File: src/rtl/moonlanders_pkg.sv
// Shared constants for the moonlanders frame renderer: object IDs, box sizes,
// screen size and the renderer state encoding.
package moonlanders_pkg;

  localparam logic [7:0] ROCKET      = 8'd1;
  localparam logic [7:0] ASTEROID1   = 8'd2;
  localparam logic [7:0] ASTEROID2   = 8'd3;
  localparam logic [7:0] ASTEROID3   = 8'd4;
  localparam logic [7:0] ASTEROID4   = 8'd5;
  localparam logic [7:0] ASTEROID5   = 8'd6;
  localparam logic [7:0] ASTEROID6   = 8'd7;
  localparam logic [7:0] ASTEROID7   = 8'd8;
  localparam logic [7:0] ASTEROID8   = 8'd9;
  localparam logic [7:0] NUM_OBJECTS = 8'd9;

  localparam logic [7:0] ROCKET_W   = 8'd7;
  localparam logic [6:0] ROCKET_H   = 7'd15;
  localparam logic [7:0] ASTEROID_W = 8'd4;
  localparam logic [6:0] ASTEROID_H = 7'd4;

  localparam int SCREEN_W = 160;
  localparam int SCREEN_H = 120;

  typedef enum logic [2:0] {
    S_IDLE,
    S_CLEAR,
    S_SELECT,
    S_LOAD,
    S_DRAW,
    S_NEXT,
    S_FINISH
  } state_t;

  function automatic logic [7:0] obj_width(input logic [7:0] id);
    return (id == ROCKET) ? ROCKET_W : ASTEROID_W;
  endfunction

  function automatic logic [6:0] obj_height(input logic [7:0] id);
    return (id == ROCKET) ? ROCKET_H : ASTEROID_H;
  endfunction

endpackage

File: src/rtl/object_renderer_if.sv
// Object-select lookup plus VGA pixel write port; master is the renderer side.
interface object_renderer_if;
  logic [7:0] object;
  logic [7:0] iX;
  logic [6:0] iY;
  logic [7:0] x;
  logic [6:0] y;
  logic [2:0] colour;
  logic       plot;

  modport master (output object, x, y, colour, plot, input iX, iY);
  modport slave  (input object, x, y, colour, plot, output iX, iY);
endinterface

File: src/rtl/object_renderer_box_scanner.sv
// Walks a width x height box row-major (x fastest) from a base point and flags
// pixels that land inside the visible screen.
module box_scanner
  import moonlanders_pkg::*;
#(
  parameter int X_LIMIT = SCREEN_W,
  parameter int Y_LIMIT = SCREEN_H
) (
  input  logic       Clock,
  input  logic       Reset,
  input  logic       load,
  input  logic       enable,
  input  logic [7:0] base_x,
  input  logic [6:0] base_y,
  input  logic [7:0] width,
  input  logic [6:0] height,
  output logic [7:0] pix_x,
  output logic [6:0] pix_y,
  output logic       in_bounds,
  output logic       last
);

  logic [7:0] bx_q, w_q, dx_q;
  logic [6:0] by_q, h_q, dy_q;
  logic [8:0] sum_x;
  logic [7:0] sum_y;
  logic       dx_end, dy_end;

  assign dx_end = (dx_q == w_q - 8'd1);
  assign dy_end = (dy_q == h_q - 7'd1);

  always_ff @(posedge Clock or negedge Reset) begin
    if (!Reset) begin
      bx_q <= '0;
      by_q <= '0;
      w_q  <= '0;
      h_q  <= '0;
      dx_q <= '0;
      dy_q <= '0;
    end else if (load) begin
      bx_q <= base_x;
      by_q <= base_y;
      w_q  <= width;
      h_q  <= height;
      dx_q <= '0;
      dy_q <= '0;
    end else if (enable) begin
      if (dx_end) begin
        dx_q <= '0;
        dy_q <= dy_end ? 7'd0 : dy_q + 7'd1;
      end else begin
        dx_q <= dx_q + 8'd1;
      end
    end
  end

  // Sums are one bit wider than the port so off-screen pixels never wrap back in
  assign sum_x     = {1'b0, bx_q} + {1'b0, dx_q};
  assign sum_y     = {1'b0, by_q} + {1'b0, dy_q};
  assign pix_x     = sum_x[7:0];
  assign pix_y     = sum_y[6:0];
  assign in_bounds = (sum_x < 9'(X_LIMIT)) && (sum_y < 8'(Y_LIMIT));
  assign last      = dx_end && dy_end;

endmodule

File: src/rtl/object_renderer.sv
// Frame sequencer: selects objects 1..9, reads their positions and rasterises
// each box to the VGA port. OBJECT_RENDERER_CLEAR_EN adds a full-screen clear.
//
// state    | meaning
// IDLE     | waiting for start, object 0
// CLEAR    | painting the whole screen with BG_COLOUR
// SELECT   | object presented to the position source
// LOAD     | position and box size captured into the scanner
// DRAW     | one box pixel per cycle
// NEXT     | advance to the next object or finish
// FINISH   | done pulse, object back to 0
module object_renderer
  import moonlanders_pkg::*;
#(
  parameter int         X_SCREEN_PIXELS = 160,
  parameter int         Y_SCREEN_PIXELS = 120,
  parameter logic [2:0] ROCKET_COLOUR   = 3'b111,
  parameter logic [2:0] ASTEROID_COLOUR = 3'b100,
  parameter logic [2:0] BG_COLOUR       = 3'b000
) (
  input  logic                Clock,
  input  logic                Reset,
  input  logic                start,
  output logic                busy,
  output logic                done,
  object_renderer_if.master   bus
);

  state_t     state_q, next_state;
  logic [7:0] object_q, next_object;
  logic       sc_load, sc_enable;
  logic [7:0] ld_x, ld_w;
  logic [6:0] ld_y, ld_h;
  logic [7:0] pix_x;
  logic [6:0] pix_y;
  logic       in_bounds, sc_last;
  logic [7:0] x_q;
  logic [6:0] y_q;
  logic [2:0] colour_q, pix_colour;
  logic       plot_q;

  box_scanner #(
    .X_LIMIT (X_SCREEN_PIXELS),
    .Y_LIMIT (Y_SCREEN_PIXELS)
  ) u_scanner (
    .Clock     (Clock),
    .Reset     (Reset),
    .load      (sc_load),
    .enable    (sc_enable),
    .base_x    (ld_x),
    .base_y    (ld_y),
    .width     (ld_w),
    .height    (ld_h),
    .pix_x     (pix_x),
    .pix_y     (pix_y),
    .in_bounds (in_bounds),
    .last      (sc_last)
  );

  always_ff @(posedge Clock or negedge Reset) begin
    if (!Reset) begin
      state_q  <= S_IDLE;
      object_q <= '0;
    end else begin
      state_q  <= next_state;
      object_q <= next_object;
    end
  end

  always_comb begin
    next_state  = state_q;
    next_object = object_q;
    sc_load     = 1'b0;
    sc_enable   = 1'b0;
    ld_x        = bus.iX;
    ld_y        = bus.iY;
    ld_w        = obj_width(object_q);
    ld_h        = obj_height(object_q);
    done        = 1'b0;
    case (state_q)
      S_IDLE: begin
        if (start) begin
`ifdef OBJECT_RENDERER_CLEAR_EN
          next_state = S_CLEAR;
          sc_load    = 1'b1;
          ld_x       = '0;
          ld_y       = '0;
          ld_w       = 8'(X_SCREEN_PIXELS);
          ld_h       = 7'(Y_SCREEN_PIXELS);
`else
          next_state  = S_SELECT;
          next_object = ROCKET;
`endif
        end
      end
`ifdef OBJECT_RENDERER_CLEAR_EN
      S_CLEAR: begin
        sc_enable = 1'b1;
        if (sc_last) begin
          next_state  = S_SELECT;
          next_object = ROCKET;
        end
      end
`endif
      S_SELECT: next_state = S_LOAD;
      S_LOAD: begin
        sc_load    = 1'b1;
        next_state = S_DRAW;
      end
      S_DRAW: begin
        sc_enable = 1'b1;
        if (sc_last) next_state = S_NEXT;
      end
      S_NEXT: begin
        if (object_q == NUM_OBJECTS) begin
          next_state = S_FINISH;
        end else begin
          next_state  = S_SELECT;
          next_object = object_q + 8'd1;
        end
      end
      S_FINISH: begin
        done        = 1'b1;
        next_object = '0;
        next_state  = S_IDLE;
      end
      default: next_state = S_IDLE;
    endcase
  end

  // Only DRAW can be outside the screen; the clear box is the screen itself
  assign pix_colour = (state_q != S_DRAW) ? BG_COLOUR :
                      (object_q == ROCKET) ? ROCKET_COLOUR : ASTEROID_COLOUR;

  always_ff @(posedge Clock or negedge Reset) begin
    if (!Reset) begin
      x_q      <= '0;
      y_q      <= '0;
      colour_q <= '0;
      plot_q   <= 1'b0;
    end else begin
      plot_q <= sc_enable && in_bounds;
      if (sc_enable) begin
        x_q      <= pix_x;
        y_q      <= pix_y;
        colour_q <= pix_colour;
      end
    end
  end

  assign busy       = (state_q != S_IDLE) && (state_q != S_FINISH);
  assign bus.object = object_q;
  assign bus.x      = x_q;
  assign bus.y      = y_q;
  assign bus.colour = colour_q;
  assign bus.plot   = plot_q;

endmodule

File: src/flat_wrapper.sv
// flat-port wrapper written by rule: the top's interface ports become plain ports
module object_renderer_flat import moonlanders_pkg::*;
#(
  parameter int         X_SCREEN_PIXELS = 160,
  parameter int         Y_SCREEN_PIXELS = 120,
  parameter logic [2:0] ROCKET_COLOUR   = 3'b111,
  parameter logic [2:0] ASTEROID_COLOUR = 3'b100,
  parameter logic [2:0] BG_COLOUR       = 3'b000
)
  (Clock, Reset, start, busy, done, bus_object, bus_x, bus_y, bus_colour, bus_plot, bus_iX, bus_iY);
  object_renderer_if bus_i ();
  input  logic Clock;
  input  logic Reset;
  input  logic start;
  output logic busy;
  output logic done;
  output wire logic [$bits(bus_i.object)-1:0] bus_object;
  output wire logic [$bits(bus_i.x)-1:0] bus_x;
  output wire logic [$bits(bus_i.y)-1:0] bus_y;
  output wire logic [$bits(bus_i.colour)-1:0] bus_colour;
  output wire logic [$bits(bus_i.plot)-1:0] bus_plot;
  input wire logic [$bits(bus_i.iX)-1:0] bus_iX;
  input wire logic [$bits(bus_i.iY)-1:0] bus_iY;
  assign bus_object = bus_i.object;
  assign bus_x = bus_i.x;
  assign bus_y = bus_i.y;
  assign bus_colour = bus_i.colour;
  assign bus_plot = bus_i.plot;
  assign bus_i.iX = bus_iX;
  assign bus_i.iY = bus_iY;
  object_renderer #(.X_SCREEN_PIXELS(X_SCREEN_PIXELS), .Y_SCREEN_PIXELS(Y_SCREEN_PIXELS), .ROCKET_COLOUR(ROCKET_COLOUR), .ASTEROID_COLOUR(ASTEROID_COLOUR), .BG_COLOUR(BG_COLOUR)) u_core (.Clock(Clock), .Reset(Reset), .start(start), .busy(busy), .done(done), .bus(bus_i));
endmodule
File: config.mk
export PLATFORM = sky130hd
export DESIGN_NAME = object_renderer_flat
export DESIGN_NICKNAME = d
export VERILOG_FILES = /design/src/rtl/moonlanders_pkg.sv /design/src/rtl/object_renderer_if.sv /design/src/rtl/object_renderer_box_scanner.sv /design/src/rtl/object_renderer.sv /design/src/flat_wrapper.sv
export SDC_FILE = /design/constraint.sdc
export NUM_CORES = 1
export LEC_CHECK = 0
export CORE_MARGIN = 1
export CORE_UTILIZATION = 54
export DETAILED_ROUTE_END_ITERATION = 8
export PLACE_DENSITY_LB_ADDON = 0.25
export SLEW_MARGIN = 25
export SYNTH_ARGS = -nofsm -noshare
export SYNTH_HDL_FRONTEND = slang
export SYNTH_SLANG_ARGS = --single-unit
File: constraint.sdc
create_clock -name Clock -period 2.7 [get_ports Clock]
set_input_delay 0.54 -clock Clock [delete_from_list [all_inputs] [get_ports Clock]]
set_output_delay 0.54 -clock Clock [all_outputs]
set_load 0.03 [all_outputs]
# Word level (Yosys, flattened, before mapping)
# Index checks and enable logic that the tools add are counted.
# totals
out_inout_bits	29
word_cells	68
ff_bits	75
inputBits	18
# classes
add_sub_neg	7
n_reduce_logical	12
order_cmp	2
n_mux	21
eq_ne	14
# op_table
op	count
$mux 8	5
$mux 7	4
$pmux 8 s3	1
$add 8x1->8 const B	2
$pmux 3 s5	1
$mux 3	4
$add 8x8->9	1
$eq 3x3->1 const B	3
$lt 9x8->1 const B	1
$add 7x7->8	1
$eq 8x1->1 const B	1
$eq 8x4->1 const B	1
$eq 8x8->1	1
$lt 8x7->1 const B	1
$sub 8x1->8 const B	1
$add 7x1->7 const B	1
$eq 7x7->1	1
$sub 7x1->7 const B	1
$eq 3x2->1 const B	2
$ne 3x3->1 const B	2
$reduce_bool 3->1	2
$logic_and 1x1->1	4
$mux 2	2
$mux 4	1
other kinds (7)	12

# Logic depth before layout (Yosys ltp)
# Gate-level depths: netlist of run 1.
# depth
ltp_word	6
depth_mapped	9
depth_no_buf	9

# Cells and area by module
# A second synthesis of run 1 with hierarchy kept.
# unflattened
cells_unflattened	419
hier_area_um2	4384.2
# modules_own_cells
mod	instances	area_each_um2	cells_each
box_scanner	1	3020.4	301
object_renderer	1	1363.8	118

# Worst setup path after synthesis of run 1
# OpenSTA, ideal clock, no wires.
# synth_timing
kind	reg2reg
startpoint	register u_core.u_scanner.dx_q[0]
endpoint	register u_core.plot_q (netlist: u_core.bus.plot)
required_ns	2.572
setup_slack_ns	0.580
t_arrival_ns	1.991
setup_ns	0.128
period_less_slack_ns	2.120
stages_incl_launch_ff	8
cell_sequence	dfrtp_1 -> ha_1 -> fa_1 -> a211oi_1 -> o21ai_1 -> or3_1 -> a21oi_1 -> nor3_1
# synth_between
elab_chain_cells	4
# synth_rtl
item	line_no	source
start: declaration	object_renderer_box_scanner.sv:23	logic [7:0] bx_q, w_q, dx_q;
start signal: assignment	object_renderer_box_scanner.sv:52	dx_q <= dx_q + 8'd1;
$add 8x8->9	object_renderer_box_scanner.sv:58	assign sum_x = {1'b0, bx_q} + {1'b0, dx_q};
$lt 9x8->1	object_renderer_box_scanner.sv:62	assign in_bounds = (sum_x < 9'(X_LIMIT)) && (sum_y < 8'(Y_LIMIT));
$logic_and 1x1->1	object_renderer_box_scanner.sv:62	
$logic_and 1x1->1	object_renderer.sv:142	plot_q <= sc_enable && in_bounds;
end signal: assignment	object_renderer.sv:142	
end: declaration	object_renderer.sv:40	logic plot_q;
# Every way passes these cells.
# A chain may end at the register's enable or synchronous reset.

# Worst setup path after layout of run 1
# layout_timing
startpoint	register u_core.state_q[2]
endpoint	output port busy
# layout_between
elab_chain_cells	2
# layout_rtl
item	line_no	source
start: declaration	object_renderer.sv:29	state_t state_q, next_state;
start signal: assignment	object_renderer.sv:65	state_q <= next_state;
$ne 3x3->1 or $reduce_bool 3->1 (tied branches)	object_renderer.sv:151	assign busy = (state_q != S_IDLE) && (state_q != S_FINISH);
$logic_and 1x1->1 (*)	object_renderer.sv:151	
end: declaration	flat_wrapper.sv:15	output logic busy;
# Every way passes the cells marked *; elsewhere a longest branch is shown, timed or not.

==> flow_summary.yaml, run 1 <==
die:
  row_count: 28
  dieArea_um2: 6760
  ios: 47
  start_util_pct: 57.3
  fp.coreArea_um2: 6060
  die-height_um: 82.2
  fp.dieW_um: 82.2
cts:
  cts_htree_levels: 3
  root_buffer: "clkbuf_8"
  cts.clk_slew.worst_paths_ns: 0.07
  cts_setup_buffers: 0
  numCtsBuffers: 9
  cts_buffer_depth: 2
  hold_buffers: 0
  post_cts_resized: 0
  insertion_delay_ns: 0.33
  cts.sinks: 61
  cts_tree: "built"
min_path:
  hold_path.class: "input pin to asynchronous set/reset pin"
finish:
  antenna_cells: 0
  syn_to_final_growth_pct: 21.2
  final_net_count: 446
  fin_area_um2: 4210
  drive_above_1_share_pct: 6.10
global_routing:
  gr-usage-all-layers_pct: 24.7
  grt_antenna_before_repair: 0
  grt_max_degree: 62
  grt_pass1_vias: 2605
  grt_first_pass_wirelength_um: 12500
  grt-ovfl-total: 0
yosys:
  synthFlopType: "dfrtp_1"
  yosysWarnings: 0
  syn_inst: 356
  avgSynthCellArea_um2: 9.76
  ys_top_cells_by_count: "dfrtp_1 (61), nand2_1 (44), o21ai_1 (22)"
  synth_edf_count: 0
  yosys_register_bits: 61
  yosysMostFrequentCell: "dfrtp_1"
  synth_top_area_cell: "dfrtp_1"
  synth_seq_area_share_pct: 43.9
  synth_top_cell_area_share_pct: 43.9
  synthesis.nets: 397
  syn_area_um2: 3480
  synthArstFlopShare_pct: 100
  ys_types: 56
  synth_area_leaders: "dfrtp_1 (44%), ha_1 (7.6%), mux2_1 (4.9%)"
critical_path:
  crit_chain: "nor2b_1 > or3_1 > clkdlybuf4s50_1"
  critPathLaunchType: "flop"
  critPathMaxStageDelay_ns: 0.60
  endpoint_kind: "primary output"
  critPathMaxFanout: 12
  worst-path-buf-inv: 1
  critPathTopFamily: "buffers and inverters"
  crit_arrival_ns: 1.97
  crit_slowest_cell: "clkdlybuf4s50_1"
  critPathKind: "flop to primary output"
  cp.depth: 3
  worstPathRequired_ns: 2.16
  rr_worst_depth: 7
routing:
  vias: 2850
  drc: 0
  antenna_left: 0
  wl_per_cell_um: 15.2
  routed_wirelength_um: 7390
  drtIter0Drc: 137
  drtPass1Iterations: 4
  vias_per_cell: 5.88
timing:
  fmax_mhz: 399
  tightestPinTransition_ns: 0.523
  setup_violations: 0
  max-slew-margin-rel_pct: 65.1
  rsz0062_at_grt: "false"
  finalHoldWorstSlack_ns: 0.193
  totalNegativeSetupSlack_ns: 0
  hold_viol_final: 0
  finalCritPeriodShare_pct: 92.8
  final_max_slew_viol_count: 0
  period_needed_ns: 2.51
  skew_ns: 0.00939
placed_design:
  gp_congestion: 0.829
  place_area_um2: 4010
  hpwl_um: 5220
  port_buffers: 46
power_and_ir_drop:
  leakagePower_uw: 0.00184
  total_power_uw: 2020
  vdd_drop_max_uv: 303
  powerDensity_nw_per_um2: 479
run:
  drv_cap: 0
status:
  status: "finished, final reports clean"
-- worst register-to-register path: cells and delay by family, from the launching register on --
| kind | cells | cell delay [ns] |
|---|---|---|
| AOI/OAI and AO/OA | 3 | 0.61 |
| and+or+nand+nor | 2 | 0.45 |
| DFF | 1 | 0.47 |
| adders and majority gates | 2 | 0.69 |
-- where the power goes --
part	switching, uW	internal [uW]
combinational	99.7	87.8
clock	354	516
sequential	16.9	942
-- flip-flops by register name, summed over array words and instances, names as in the netlist --
register	count
u_core.bus.object	8
u_core.bus.x	8
u_core.u_scanner.bx_q	8
u_core.u_scanner.dx_q	8
u_core.bus.y	7
u_core.u_scanner.by_q	7
u_core.u_scanner.dy_q	7
u_core.state_q	3
u_core.bus.colour	2
u_core.u_scanner.h_q	2
u_core.bus.plot	1
-- stage by stage --
step | std cells | utilization (%) | setup slack, ns
final | 485 | 69.5 | 0.194
after global routing | 485 | 69.5 | 0.118
after CTS | 485 | 69.5 | 0.208
after detailed placement | 469 | 66.1 | 0.402
after global placement | 469 | 66.1 | 0.467
after floorplan | 356 | - | 0.580
-- layer usage --
metal	wire length, um	global-route usage, %	share of wire, %	vias to the layer above
li1	-	-	-	1381
met1	3450	32.8	47	1377
met2	3520	40.1	48	86
met3	367	4.40	5.0	6
met4	51	9.30	0.69	0
met5	0	0	0	-
-- final timing paths --
check	from	to	slack [ns]
min	Reset	u_core.bus.colour[2]$_DFFE_PN0P_	0.19
max in group asynchronous	Reset	u_core.u_scanner.dx_q[3]$_DFFE_PN0P_	2.22
min in group Clock	u_core.bus.colour[2]$_DFFE_PN0P_	u_core.bus.colour[2]$_DFFE_PN0P_	0.47
max reg2reg	u_core.u_scanner.dx_q[0]$_DFFE_PN0P_	u_core.bus.plot$_DFF_PN0_	0.36
min reg2reg	u_core.bus.colour[2]$_DFFE_PN0P_	u_core.bus.colour[2]$_DFFE_PN0P_	0.47
max	u_core.state_q[2]$_DFFE_PN0P_	busy	0.19
-- placed cells by master, fill, tap and decap left out, types with 3 or more instances in the layout --
cell type        netlist  final
or3_1                  3      3
a21o_1                 3      3
xnor2_1                6      6
buf_4                  1      3
o31ai_1                6      6
a211oi_1               5      5
nor3_1                 4      4
o21ai_0                9      9
nand2_1               44     44
nand2b_1               9      9
ha_1                  21     21
inv_1                 12     12
xor2_1                15     15
and3_1                 7      7
nand3_1                9      9
nand4_1                6      6
nor2b_1                6      6
and2_1                 3      3
clkdlybuf4s50_1        0     45
o21ai_1               22     22
a31oi_1                3      3
dfrtp_1               61     61
clkbuf_8               0      9
mux2_1                15     15
nor2_1                21     21
nor4_1                 5      5
a21oi_1               16     16
clkinv_2               0      3
-- cells by family after synthesis --
| logic type | count (synthesis) | share of synthesized area, % |
|---|---|---|
| fa+ha+maj | 23 | 8.71 |
| xor+xnor | 21 | 5.29 |
| mux | 15 | 4.86 |
| simple gates | 126 | 18.4 |
| buf+inv | 24 | 3.06 |
| flops | 61 | 43.9 |
| compound gates | 86 | 15.7 |
-- layout make-up --
| cell class | count | area, um^2 |
|---|---|---|
| Clock buffer | 11 | 131 |
| Clock inverter | 5 | 75.1 |
| Fill cell | 468 | 1850 |
| Inverter | 12 | 45.0 |
| Multi-Input combinational cell | 271 | 1840 |
| Sequential cell | 61 | 1530 |
| Tap cell | 75 | 93.8 |
| Timing Repair Buffer | 50 | 498 |
Note: power is estimated with default switching activity, not from simulation.
==> run 2, diff against run 1 <==
DONT_BUFFER_PORTS = 1   (was default)
==> run 2 against run 1 <==
Against the previous run: final cell count decreased by 9.7%; sequential share of layout area increased by 4.3 points; total power decreased by 3.9%; flip-flop and latch count unchanged; first-iteration DRC count decreased by 26%; final area decreased by 11%; critical endpoint is now u_core.bus.plot$_DFF_PN0_; largest cell class unchanged.
==> flow_summary.yaml, run 2 (same netlist as run 1, synthesis figures left out) <==
cts:
  cts.clk_slew.worst_paths_ns: 0.07
  cts_tree: "built"
  numCtsBuffers: 9
  cts_htree_levels: 3
  insertion_delay_ns: 0.34
  root_buffer: "clkbuf_8"
  cts.sinks: 61
  cts_buffer_depth: 2
routing:
  antenna_left: 0
  vias: 2614
  wl_per_cell_um: 15.4
  drtPass1Iterations: 4
  vias_per_cell: 5.97
  drtIter0Drc: 101
  routed_wirelength_um: 6730
  drc: 0
timing:
  hold_viol_final: 0
  totalNegativeSetupSlack_ns: 0
  rsz0062_at_grt: "false"
  tightestPinTransition_ns: 0.629
  max-slew-margin-rel_pct: 57.8
  final_max_slew_viol_count: 0
  setup_violations: 0
  finalCritPeriodShare_pct: 85.4
  skew_ns: 0.00775
  finalHoldWorstSlack_ns: 0.0516
  fmax_mhz: 434
  period_needed_ns: 2.30
critical_path:
  critPathTopFamily: "adder cells"
  rr_worst_depth: 7
  critPathLaunchType: "flop"
  critPathMaxFanout: 8
  crit_chain: "ha_1 > fa_1 > a211oi_1 > o21ai_1 > or3_1 > a21oi_1 > nor3_1"
  r2r-start: "u_core.u_scanner.dx_q[0]$_DFFE_PN0P_"
  critPathMaxStageDelay_ns: 0.46
  setup.worst_path.start: "u_core.u_scanner.dx_q[0]$_DFFE_PN0P_"
  endpoint_kind: "flop"
  worstPathRequired_ns: 2.92
  worst-path-buf-inv: 0
  r2r_setup_slack_ns: 0.40
  reg2reg_to: "u_core.bus.plot$_DFF_PN0_"
  crit_slowest_cell: "dfrtp_1"
  critPathKind: "flop to flop"
  crit_arrival_ns: 2.53
finish:
  drive_above_1_share_pct: 6.61
  final_cell_mix: "dfrtp_1 (61), nand2_1 (44), o21ai_1 (22)"
  final_net_count: 399
  syn_to_final_growth_pct: 8.24
  layout_commonest_cell: "dfrtp_1"
  n_fill_cell: 524
  antenna_cells: 0
power_and_ir_drop:
  leakagePower_uw: 0.00166
  powerDensity_nw_per_um2: 515
  total_power_uw: 1940
  vdd_drop_max_uv: 396
die:
  fp.dieW_um: 82.2
  row_count: 28
  fp.coreArea_um2: 6060
  start_util_pct: 57.3
  dieArea_um2: 6760
  ios: 47
  die-height_um: 82.2
placed_design:
  hpwl_um: 4890
  gp_congestion: 0.855
  port_buffers: 0
global_routing:
  grt_antenna_before_repair: 0
  grt_max_degree: 62
  grt-ovfl-total: 0
  grt_first_pass_wirelength_um: 11400
  gr-usage-all-layers_pct: 22.9
  grt_pass1_vias: 2446
run:
  drv_cap: 0
status:
  status: "finished, final reports clean"
min_path:
  hold_path.class: "input pin to asynchronous set/reset pin"
[run 2: cell count changes in the layout (fill, tap and decap cells not counted)]
cell             change
clkdlybuf4s50_1     -45
clkbuf_8             +3
clkinv_2             -2
buf_12               -1
buf_16               +1
buf_2                -1
buf_4                -1
bufinv_16            -1
clkbuf_1             -1
clkinvlp_4           +1
[run 2: how the worst max path moves through the flow]
| stage | depth (start not counted) | slack, ns | endpoint |
|---|---|---|---|
| 2_1_floorplan | 7 | 0.58 | u_core.bus.plot$_DFF_PN0_ |
| 3_3_place_gp | 7 | 0.46 | u_core.bus.plot$_DFF_PN0_ |
| 3_5_place_dp | 7 | 0.41 | u_core.bus.plot$_DFF_PN0_ |
| 4_1_cts | 7 | 0.41 | u_core.bus.plot$_DFF_PN0_ |
| 5_1_grt | 9 | 0.19 | u_core.bus.plot$_DFF_PN0_ |
| 6_report | 7 | 0.40 | u_core.bus.plot$_DFF_PN0_ |
[run 2: cell type report]
type                            count  area, um^2  share of cell area (%)
Clock buffer                       13         169                    4.49
Clock inverter                      3        42.5                    1.13
Inverter                           12        45.0                    1.20
Multi-Input combinational cell    271        1840                    49.0
Sequential cell                    61        1530                    40.6
Tap cell                           75        93.8                    2.49
Timing Repair Buffer                3        42.5                    1.13
[run 2: timing repair]
item	in CTS	in global routing
hold endpoints to repair	61	0
gates resized for setup	0	0
setup buffers	0	0
hold buffers	1	0
[run 2: metal layers]
layer  GRT usage (%)  share of wire, %  vias up  wire length [um]
met2            37.4                48       58              3250
met1            27.8                44     1266              2980
met4            9.65               1.5        0                98
met5               0                 0        -                 0
met3            7.14               5.9        8               396
li1                -                 -     1282                 -
[run 2: power breakdown]
group	total, uW	internal (uW)	switching [uW]
combinational	100	42.4	57.8
sequential	994	942	52.4
clock	843	500	343
[run 2: through the flow]
stage                     util [%]  cells  area, um^2  setup WS [ns]
final                         62.1    438        3760          0.395
after global routing          62.1    438        3760          0.188
after CTS                     62.1    438        3760          0.406
after detailed placement      58.1    421        3520          0.413
after global placement        58.1    421        3520          0.463
after floorplan                  -    356        3480          0.580
